--- src/rtl/demux_1to3_5_buf_pkg.sv ---
// demux_1to3_5_buf_pkg: select codes and payload width shared by the demux slice
package demux_1to3_5_buf_pkg;
  localparam int DATA_W = 5;
  typedef enum logic [1:0] {
    SEL_D0  = 2'd0,
    SEL_D1  = 2'd1,
    SEL_D2  = 2'd2,
    SEL_BAD = 2'd3
  } sel_e;
endpackage

--- src/rtl/demux_1to3_5_buf_fifo_sync_5.sv ---
// fifo_sync_5: synchronous 5-bit FIFO whose head holds the last popped beat once empty
module fifo_sync_5
  import demux_1to3_5_buf_pkg::*;
#(
  parameter int DEPTH = 2
) (
  input  logic              clk,
  input  logic              rst,
  input  logic              push,
  input  logic              pop,
  input  logic [DATA_W-1:0] wdata,
  output logic              full,
  output logic              empty,
  output logic [DATA_W-1:0] rdata
);
  localparam int AW = $clog2(DEPTH);
  localparam int CW = AW + 1;
  logic [DATA_W-1:0] mem [DEPTH];
  logic [AW-1:0] wr_ptr, rd_ptr;
  logic [CW-1:0] count;
  logic [DATA_W-1:0] hold;
  logic do_push, do_pop;
  assign full    = count == CW'(DEPTH);
  assign empty   = count == '0;
  assign do_push = push && !full;
  assign do_pop  = pop && !empty;
  assign rdata   = empty ? hold : mem[rd_ptr];
  always_ff @(posedge clk) begin
    if (rst) begin
      wr_ptr <= '0;
      rd_ptr <= '0;
      count  <= '0;
      hold   <= '0;
    end else begin
      if (do_push) begin
        mem[wr_ptr] <= wdata;
        wr_ptr      <= wr_ptr + 1'b1;
      end
      if (do_pop) begin
        rd_ptr <= rd_ptr + 1'b1;
        hold   <= mem[rd_ptr];
      end
      count <= count + CW'(do_push) - CW'(do_pop);
    end
  end
endmodule

--- src/rtl/demux_1to3_5_buf.sv ---
// demux_1to3_5_buf: routes 5-bit beats into three per-destination FIFOs, counting illegal selects
module demux_1to3_5_buf
  import demux_1to3_5_buf_pkg::*;
#(
  parameter int DEPTH = 2,
  parameter int CNT_W = 8
) (
  input  logic              clk,
  input  logic              rst,
  input  logic              in_valid,
  output logic              in_ready,
  input  logic [1:0]        in_sel,
  input  logic [DATA_W-1:0] in_data,
  output logic [2:0]        out_valid,
  input  logic [2:0]        out_ready,
  output logic [DATA_W-1:0] out_data0,
  output logic [DATA_W-1:0] out_data1,
  output logic [DATA_W-1:0] out_data2,
  output logic [CNT_W-1:0]  drop_cnt,
  output logic              drop_pulse
);
  logic [2:0] full, empty;
  logic [DATA_W-1:0] head [3];
  logic drop;
  // ready looks only at registered full flags, never at out_ready
  assign in_ready  = in_sel == SEL_BAD || !full[in_sel];
  assign drop      = in_valid && in_sel == SEL_BAD;
  assign out_valid = ~empty;
  assign out_data0 = head[0];
  assign out_data1 = head[1];
  assign out_data2 = head[2];
  for (genvar k = 0; k < 3; k++) begin : g_fifo
    fifo_sync_5 #(.DEPTH(DEPTH)) u_fifo (
      .clk   (clk),
      .rst   (rst),
      .push  (in_valid && in_sel == 2'(k)),
      .pop   (out_ready[k]),
      .wdata (in_data),
      .full  (full[k]),
      .empty (empty[k]),
      .rdata (head[k])
    );
  end
  always_ff @(posedge clk) begin
    if (rst) begin
      drop_cnt   <= '0;
      drop_pulse <= 1'b0;
    end else begin
      drop_pulse <= drop;
      if (drop && drop_cnt != '1) drop_cnt <= drop_cnt + 1'b1;
    end
  end
endmodule

--- config.mk ---
export PLATFORM = sky130hd
export DESIGN_NAME = demux_1to3_5_buf
export DESIGN_NICKNAME = d
export VERILOG_FILES = /design/src/rtl/demux_1to3_5_buf_pkg.sv /design/src/rtl/demux_1to3_5_buf_fifo_sync_5.sv /design/src/rtl/demux_1to3_5_buf.sv
export SDC_FILE = /design/constraint.sdc
export NUM_CORES = 1
export LEC_CHECK = 0
export CAP_MARGIN = 15
export CORE_ASPECT_RATIO = 0.75
export CORE_UTILIZATION = 54
export CTS_CLUSTER_SIZE = 20
export DETAILED_ROUTE_END_ITERATION = 10
export PLACE_DENSITY = 0.76
export SYNTH_ARGS = -nofsm -noshare
export SYNTH_HDL_FRONTEND = slang
export SYNTH_SLANG_ARGS = --single-unit
--- constraint.sdc ---
create_clock -name clk -period 2.3 [get_ports clk]
set_input_delay 0.345 -clock clk [delete_from_list [all_inputs] [get_ports clk]]
set_output_delay 0.345 -clock clk [all_outputs]
set_load 0.1 [all_outputs]
==> results of run 1 <==
[registers in the layout, summed over array words and instances, names as in the netlist, named ones only]
register and cells:
drop_cnt 8, g_fifo.u_fifo.mem 30, g_fifo.u_fifo.hold 15, g_fifo.u_fifo.count 6, g_fifo.u_fifo.wr_ptr 3, g_fifo.u_fifo.rd_ptr 3, drop_pulse 1
[layout by cell type, fill, tap and decap left out, drive strengths merged, types with 8 or more instances in the layout]
cell,netlist,layout
edfxtp,30,30
buf,8,44
a21oi,22,22
dfxtp,39,39
nor2,41,41
clkdlybuf4s50,0,12
clkbuf,8,10
a211oi,19,19
nor3,8,8
mux2i,16,16
[critical path, delay by kind of cell]
family | cells | cell delay, ns
buf+inv | 2 | 0.82
mux | 1 | 0.38
compound gates | 1 | 0.16
[cell type report]
class                           instances  share of cell area, %
Timing Repair Buffer                   56                   16.6
Clock inverter                          6                   2.85
Inverter                                5                  0.480
Tap cell                               72                   2.30
Sequential cell                        69                   43.0
Multi-Input combinational cell        183                   31.4
Clock buffer                           10                   3.27
[worst min-delay path by stage]
stage / startpoint / end / slack [ns] / cells after the start
2_1_floorplan: in_data[0] / g_fifo[0].u_fifo.mem[0][0] / 0.44 / 0
3_3_place_gp: g_fifo[2].u_fifo.wr_ptr / g_fifo[2].u_fifo.wr_ptr / 0.48 / 2
3_5_place_dp: g_fifo[0].u_fifo.wr_ptr / g_fifo[0].u_fifo.wr_ptr / 0.49 / 2
4_1_cts: g_fifo[0].u_fifo.hold[4] / g_fifo[0].u_fifo.hold[4] / 0.50 / 2
5_1_grt: g_fifo[1].u_fifo.wr_ptr / g_fifo[1].u_fifo.wr_ptr / 0.52 / 2
6_report: g_fifo[0].u_fifo.hold[3] / g_fifo[0].u_fifo.hold[3] / 0.50 / 2
[per-layer routing]
layer	vias up	wire length (um)	track usage, %
li1	1106	-	-
met1	964	2770	28.1
met2	37	2610	36.1
met3	8	236	8.36
met4	0	66	6.15
met5	-	0	0
[cell usage after synthesis, types with 2 or more instances]
| master | number | area [um2] |
|---|---|---|
| nor3b_1 | 6 | 45.0 |
| ha_1 | 4 | 50.1 |
| nand2_1 | 5 | 18.8 |
| nand3_1 | 3 | 15.0 |
| o21a_1 | 3 | 22.5 |
| mux2i_1 | 16 | 160 |
| mux2_2 | 4 | 45.0 |
| nor2b_1 | 6 | 37.5 |
| buf_1 | 3 | 11.3 |
| dfxtp_1 | 39 | 781 |
| a31oi_1 | 5 | 31.3 |
| buf_2 | 4 | 20.0 |
| a21oi_1 | 22 | 110 |
| o21ai_0 | 5 | 25.0 |
| or3_1 | 3 | 18.8 |
| inv_1 | 5 | 18.8 |
| edfxtp_1 | 30 | 901 |
| nor2_1 | 41 | 154 |
| nand2b_1 | 4 | 25.0 |
| and3_1 | 3 | 18.8 |
| xnor2_1 | 4 | 35.0 |
| nand4_1 | 2 | 12.5 |
| and4_1 | 2 | 17.5 |
| or2_2 | 3 | 18.8 |
| xor2_1 | 2 | 17.5 |
| clkbuf_1 | 8 | 30.0 |
| nor3_1 | 8 | 40.0 |
| a211oi_1 | 19 | 143 |
[through the flow]
step,hold slack [ns],std cells,setup WS [ns]
final,0.499,401,0.239
after global placement,0.479,385,0.198
after CTS,0.502,401,0.239
after detailed placement,0.491,385,0.147
after floorplan,0.444,273,-0.175
after global routing,0.521,401,0.178
[kinds of logic after synthesis]
| logic type | Yosys count | share of synthesized area (%) |
|---|---|---|
| adder cells (fa/ha/maj) | 4 | 1.70 |
| multiplexers | 20 | 6.98 |
| XOR/XNOR | 6 | 1.79 |
| AO/OA/AOI/OAI | 57 | 12.1 |
| buffers and inverters | 21 | 3.11 |
| flip-flops | 69 | 57.2 |
| AND/OR/NAND/NOR | 96 | 17.1 |
==> flow_metrics.py, run 1 <==
metrics = {
    "outcome": {
        "status": "completed",
    },
    "grt": {
        "grt_pass1_vias": 1928,
        "grt_pass1_wl_um": 9250,
        "grt_util_all_layers_pct": 22.3,
        "grt.overflow.total": 0,
        "grt_max_degree": 16,
        "antenna_found_initial": 0,
    },
    "critical_path": {
        "crit_path_top_delay_cell": "clkdlybuf4s50_1",
        "required_ns": 1.96,
        "crit_path_end_kind": "primary output",
        "cp_max_fo": 10,
        "crit_path_end": "in_ready",
        "cp-startpoint": "in_sel[1]",
        "timing.rr.start": "g_fifo[2].u_fifo.count[1]",
        "arrival_ns": 1.72,
        "worstPathCellList": "clkdlybuf4s50_1 > mux2_2 > o21ai_2 > buf_12",
        "r2r_cells": 4,
        "crit_path_start_kind": "input port",
        "timing.rr.end": "g_fifo[2].u_fifo.count[1]",
        "path_class": "input port to primary output",
        "rrSetupSlack_ns": 0.59,
        "slowest_delay_ns": 0.63,
    },
    "route": {
        "dr.first_iter.drc_count": 80,
        "drt_wl_total_um": 5670,
        "vias": 2115,
        "drc": 0,
        "wl_per_cell_um": 14.1,
        "drt-pass1-iter-count": 4,
        "viasPerCell": 5.27,
        "postRouteAntennaNets": 0,
    },
    "floorplan": {
        "core_mm2": 0.00506,
        "dieWidth_um": 87.2,
        "dieArea_mm2": 0.00575,
        "core.rowCount": 22,
        "start_util_pct": 58.1,
        "die_y_um": 65.9,
        "ioPinCount": 41,
    },
    "cts": {
        "clock_latency_ns": 0.35,
        "cts.sinks": 69,
        "root_buffer": "clkbuf_8",
        "hold_buffers": 0,
        "cts_made_buffers": 9,
        "cts_resized": 0,
        "cts_tree": "built",
        "post-cts-setup-buffers": 0,
        "htreeDepth": 3,
        "cts.clk_slew.worst_paths_ns": 0.07,
        "clock_path_buffers": 2,
    },
    "placement": {
        "dpl_cell_area_mm2": 0.00367,
        "port_buffers": 40,
        "gp_congestion": 0.821,
        "dpl.hpwl_um": 3870,
    },
    "timing": {
        "finClkSkew_ns": 0.00821,
        "hold_violations": 0,
        "period_needed_ns": 2.06,
        "fin_crit_sh_pct": 89.6,
        "setup_viol": 0,
        "relSlewSlack_pct": 62.2,
        "setup_tns_ns": 0,
        "worst_pin_slew_ns": 0.565,
        "maxSlewViolCount": 0,
        "fmax_mhz": 485,
        "rsz0062_at_grt": "no",
    },
    "final_layout": {
        "fin_util_pct": 77.2,
        "regArea_mm2": 0.00168,
        "antennaDiodeCount": 0,
        "final.fill_count": 340,
        "multi_input_comb_area_mm2": 0.00123,
        "drive_above_1_share_pct": 25.8,
        "areaGrowthSynthToFinish_pct": 32.9,
        "num-nets-final": 341,
        "finalInstanceArea_mm2": 0.00391,
    },
    "synthesis": {
        "synth_edf_count": 30,
        "yosysWarnings": 0,
        "ys_ff_latch": 69,
        "syn_area_mm2": 0.00294,
        "mappedNetlistNets": 290,
        "synth_ff_type": "dfxtp_1",
        "avgSynthCellArea_um2": 10.8,
        "synthArstFlopShare_pct": 0,
        "synth.distinct_cells": 42,
        "synth_cells": 273,
        "ys_seq_area_share_pct": 57.2,
    },
    "hold_path": {
        "hp-class": "flip-flop to flip-flop",
    },
    "flow_run": {
        "maxCapViolCount": 0,
    },
}
Power of run 1 is not shown: default switching activity piles up to over one toggle a cycle in this logic, so the estimate is an artifact.
==> run 2: changes to the inputs <==
CAP_MARGIN = 25   (was 15)
CORE_UTILIZATION = 55   (was 54)
DONT_BUFFER_PORTS = 1   (was default)
PLACE_DENSITY = 0.77   (was 0.76)
==> run 2 against run 1 <==
Compared with the run above: utilization is 6.0 points lower; via count down 2.8%; critical endpoint unchanged; register-to-register slack got worse by 0.10 ns; count of clock-buffer cells in the layout shrank 1; routed wire length down 0.76%; setup slack gained 0.11 ns; highest routed layer unchanged; maximum frequency up 5.5%; final area is 8.7% lower; critical path type is now flip-flop to primary output; non-clock buffer count is 23 lower; clock skew down 0.0012 ns.
==> flow_metrics.py, run 2 (same netlist as run 1, synthesis figures left out) <==
metrics = {
    "final_layout": {
        "final_cell_count_no_fill": 378,
        "areaGrowthSynthToFinish_pct": 21.3,
        "top_register": "g_fifo.u_fifo.mem",
        "num-nets-final": 318,
        "largest_reg_flops": 30,
        "final.fill_count": 381,
        "fin_util_pct": 71.2,
        "layout_common_cells": "nor2_1, dfxtp_1, edfxtp_1, buf_4, a211oi_1",
        "antennaDiodeCount": 0,
        "drive_above_1_share_pct": 24.5,
        "mostFrequentLayoutCell": "nor2_1",
        "top_regs": "g_fifo.u_fifo.mem x30, g_fifo.u_fifo.hold x15, drop_cnt x8",
    },
    "timing": {
        "maxSlewViolCount": 0,
        "holdWs_ns": 0.0544,
        "period_needed_ns": 1.95,
        "finClkSkew_ns": 0.00703,
        "fin_ws_ns": 0.346,
        "fmax_mhz": 512,
        "hold_violations": 0,
        "setup_viol": 0,
        "worst_pin_slew_ns": 0.734,
        "relSlewSlack_pct": 50.7,
        "fin_crit_sh_pct": 85.0,
        "rsz0062_at_grt": "no",
    },
    "cts": {
        "cts_made_buffers": 9,
        "clock_latency_ns": 0.36,
        "htreeDepth": 3,
        "root_buffer": "clkbuf_8",
        "clock_path_buffers": 2,
        "cts_resized": 0,
        "post-cts-setup-buffers": 0,
        "cts.sinks": 69,
        "hold_buffers": 0,
        "cts.clk_slew.worst_paths_ns": 0.08,
        "cts_tree": "built",
    },
    "critical_path": {
        "required_ns": 1.96,
        "cp_max_fo": 6,
        "slowest_delay_ns": 0.34,
        "cp.buffers_inverters": 1,
        "crit_path_end_kind": "primary output",
        "worstPathCellList": "nor2b_1 > mux2_2 > o21ai_2 > buf_4",
        "arrival_ns": 1.61,
        "path_class": "flip-flop to primary output",
        "crit_path_start_kind": "flip-flop",
        "cp_top_family": "flip-flops",
        "crit_path_top_delay_cell": "dfxtp_1",
    },
    "grt": {
        "grt_max_degree": 50,
        "antenna_found_initial": 0,
        "grt_pass1_vias": 1949,
        "grt.overflow.total": 0,
        "grt_pass1_wl_um": 9280,
        "grt_util_all_layers_pct": 22.6,
    },
    "route": {
        "vias": 2056,
        "wl_per_cell_um": 14.9,
        "drt-pass1-iter-count": 5,
        "postRouteAntennaNets": 0,
        "drt_wl_total_um": 5630,
        "viasPerCell": 5.44,
        "drc": 0,
        "dr.first_iter.drc_count": 115,
    },
    "flow_run": {
        "maxCapViolCount": 0,
    },
    "hold_path": {
        "hp-class": "input port to flip-flop",
    },
    "floorplan": {
        "core_mm2": 0.00501,
        "core.rowCount": 22,
        "start_util_pct": 58.7,
        "dieWidth_um": 86.4,
        "die_y_um": 65.3,
        "dieArea_mm2": 0.00565,
        "ioPinCount": 41,
    },
    "placement": {
        "dpl.hpwl_um": 3830,
        "dp.cells": 362,
        "dp_slack_ns": 0.502,
        "port_buffers": 0,
        "gp_congestion": 0.827,
    },
    "outcome": {
        "status": "completed",
    },
}
==> run 2: layout make-up <==
cell class / instances / area, um2 / share of cell area (%)
Timing Repair Buffer: 33 / 348 / 9.75
Inverter: 5 / 18.8 / 0.526
Clock buffer: 9 / 124 / 3.47
Clock inverter: 7 / 76.3 / 2.14
Tap cell: 72 / 90.1 / 2.53
Sequential cell: 69 / 1680 / 47.1
Multi-Input combinational cell: 183 / 1230 / 34.4
==> run 2: worst register-to-register path, cell delays in order (launching register included) <==
cell and delay [ns]:
dfxtp_1 0.33, o21a_1 0.21, ha_1 0.31, nor4_1 0.46, mux2_2 0.38
==> run 2: through the flow <==
step / TNS [ns] / area, um2
detailed placement: 0 / 3370
finish: 0 / 3570
CTS: 0 / 3570
floorplan: -2.59 / 3010
global placement: 0 / 3370
global route: 0 / 3570
==> run 2: path summary, 6_finish.rpt <==
check / endpoint / slack, ns / cells after the start / startpoint
min reg2reg: g_fifo[2].u_fifo.wr_ptr / 0.49 / 2 / g_fifo[2].u_fifo.wr_ptr
min: g_fifo[2].u_fifo.hold[1] / 0.05 / 1 / rst
max: in_ready / 0.35 / 4 / g_fifo[2].u_fifo.count[1]
max reg2reg: g_fifo[2].u_fifo.count[1] / 0.49 / 4 / g_fifo[2].u_fifo.count[0]
==> run 2: layer usage <==
metal  track usage, %  share of wire [%]
met5                0                  0
met4             9.58                1.9
met3             9.55                5.6
met2             35.8                 45
met1             27.2                 47
Power of run 2 is left out for the same reason.
==> run 3: changes to the inputs <==
clock period = 1.9 ns   (was 2.3 ns; I/O delays follow)
==> run 3 against run 2 <==
Compared with the run above: sequential share of layout area decreased by 4.3 points; worst hold slack lost 0.027 ns; first-iteration DRC count unchanged; utilization increased by 7.3 points; critical path depth fell by 1; setup slack got worse by 0.28 ns; register-to-register slack worse by 0.31 ns; clock skew is 0.0032 ns lower; non-clock buffer count rose by 7.
==> flow_metrics.py, run 3 (same netlist as run 1, synthesis figures left out) <==
metrics = {
    "outcome": {
        "status": "completed",
    },
    "placement": {
        "dpl.hpwl_um": 3820,
        "gp_congestion": 0.842,
        "port_buffers": 0,
        "dp.cells": 366,
    },
    "cts": {
        "cts.clk_slew.worst_paths_ns": 0.07,
        "clock_path_buffers": 2,
        "root_buffer": "clkbuf_8",
        "post-cts-setup-buffers": 0,
        "clock_latency_ns": 0.34,
        "cts_made_buffers": 9,
        "cts.sinks": 69,
        "cts_tree": "built",
        "htreeDepth": 3,
    },
    "route": {
        "drt-pass1-iter-count": 4,
        "vias": 2119,
        "drt_wl_total_um": 5700,
        "wl_per_cell_um": 14.8,
        "viasPerCell": 5.50,
        "drc": 0,
        "postRouteAntennaNets": 0,
        "dr.first_iter.drc_count": 115,
    },
    "final_layout": {
        "largest_reg_flops": 30,
        "num-nets-final": 325,
        "layout_common_cells": "nor2_1, dfxtp_1, edfxtp_1, buf_4, a211oi_1",
        "mostFrequentLayoutCell": "nor2_1",
        "final.fill_count": 307,
        "drive_above_1_share_pct": 28.8,
        "areaGrowthSynthToFinish_pct": 33.8,
        "top_register": "g_fifo.u_fifo.mem",
        "top_regs": "g_fifo.u_fifo.mem x30, g_fifo.u_fifo.hold x15, drop_cnt x8",
        "final_cell_count_no_fill": 385,
        "antennaDiodeCount": 0,
        "regArea_mm2": 0.00169,
        "multi_input_comb_area_mm2": 0.00139,
    },
    "timing": {
        "period_needed_ns": 1.83,
        "rsz0062_at_grt": "no",
        "fin_crit_sh_pct": 96.4,
        "setup_tns_ns": 0,
        "worst_pin_slew_ns": 0.408,
        "fmax_mhz": 546,
        "setup_viol": 0,
        "relSlewSlack_pct": 72.1,
        "hold_violations": 0,
        "finClkSkew_ns": 0.00385,
        "maxSlewViolCount": 0,
    },
    "critical_path": {
        "cp_max_fo": 5,
        "crit_path_start_kind": "flip-flop",
        "arrival_ns": 1.55,
        "timing.rr.start": "g_fifo[2].u_fifo.count[0]",
        "required_ns": 1.62,
        "path_class": "flip-flop to primary output",
        "crit_path_end_kind": "primary output",
    },
    "floorplan": {
        "dieArea_mm2": 0.00565,
        "die_y_um": 65.3,
        "ioPinCount": 41,
        "core_mm2": 0.00501,
        "start_util_pct": 58.7,
        "dieWidth_um": 86.4,
        "core.rowCount": 22,
    },
    "hold_path": {
        "min-delay-start": "rst",
        "hp-class": "input port to flip-flop",
    },
    "grt": {
        "grt_pass1_wl_um": 9200,
        "antenna_found_initial": 0,
        "grt.overflow.total": 0,
        "grt_util_all_layers_pct": 22.3,
        "grt_pass1_vias": 1940,
        "grt_max_degree": 30,
    },
    "flow_run": {
        "maxCapViolCount": 0,
    },
}
## run 3: changes by cell type in the layout (fill, tap and decap cells not counted), moves of 4 or more
cell / previous run / this run
mux2i_2: 0 / 6
buf_12: 8 / 16
a21oi_4: 0 / 15
buf_4: 25 / 21
a21oi_2: 15 / 0
mux2i_1: 16 / 10
## run 3: final cells by class
| class | count | share of cell area, % |
|---|---|---|
| inverter | 5 | 0.477 |
| clock inverter | 6 | 2.83 |
| multi-input combinational | 183 | 35.3 |
| sequential | 69 | 42.8 |
| tap | 72 | 2.29 |
| timing repair buffer | 40 | 13.0 |
| clock buffer | 10 | 3.24 |
## run 3: path summary, 6_finish.rpt
path / depth (start not counted) / slack, ns / endpoint
setup / recovery: 3 / 0.07 / out_data0[2]
hold / removal: 1 / 0.03 / g_fifo[1].u_fifo.count[0]
setup reg to reg: 4 / 0.18 / g_fifo[2].u_fifo.count[1]
hold reg to reg: 2 / 0.50 / g_fifo[0].u_fifo.hold[3]
## run 3: per-layer routing
layer / track usage, % / vias up / wire length (um)
met5: 0 / - / 0
met4: 8.75 / 0 / 80
met3: 8.04 / 8 / 330
met2: 35.6 / 53 / 2590
met1: 27.9 / 990 / 2700
li1: - / 1068 / -
## run 3: metrics by stage
stage / area, um2 / hold WS, ns / utilization (%) / setup WS (ns)
after floorplan: 3140 / 0.384 / - / 0.00417
after global placement: 3600 / 0.360 / 71.9 / 0.261
after detailed placement: 3600 / 0.363 / 71.9 / 0.221
after CTS: 3870 / 0.00921 / 77.3 / 0.0000795
after global routing: 3940 / 0.00789 / 78.5 / 0.00352
final: 3940 / 0.0277 / 78.5 / 0.0680
## run 3: repair_timing
item,in CTS,in global routing
resized for setup,5,13
endpoints found under the setup margin,16,6
gates cloned,0,0
hold buffers,2,0
hold endpoints to repair,29,0
## run 3: worst max-delay path, stage by stage, from the launching register on
cell	delay, ns
dfxtp_1	0.51
mux2i_1	0.40
a21oi_4	0.11
buf_12	0.17
Power of run 3 is left out for the same reason.
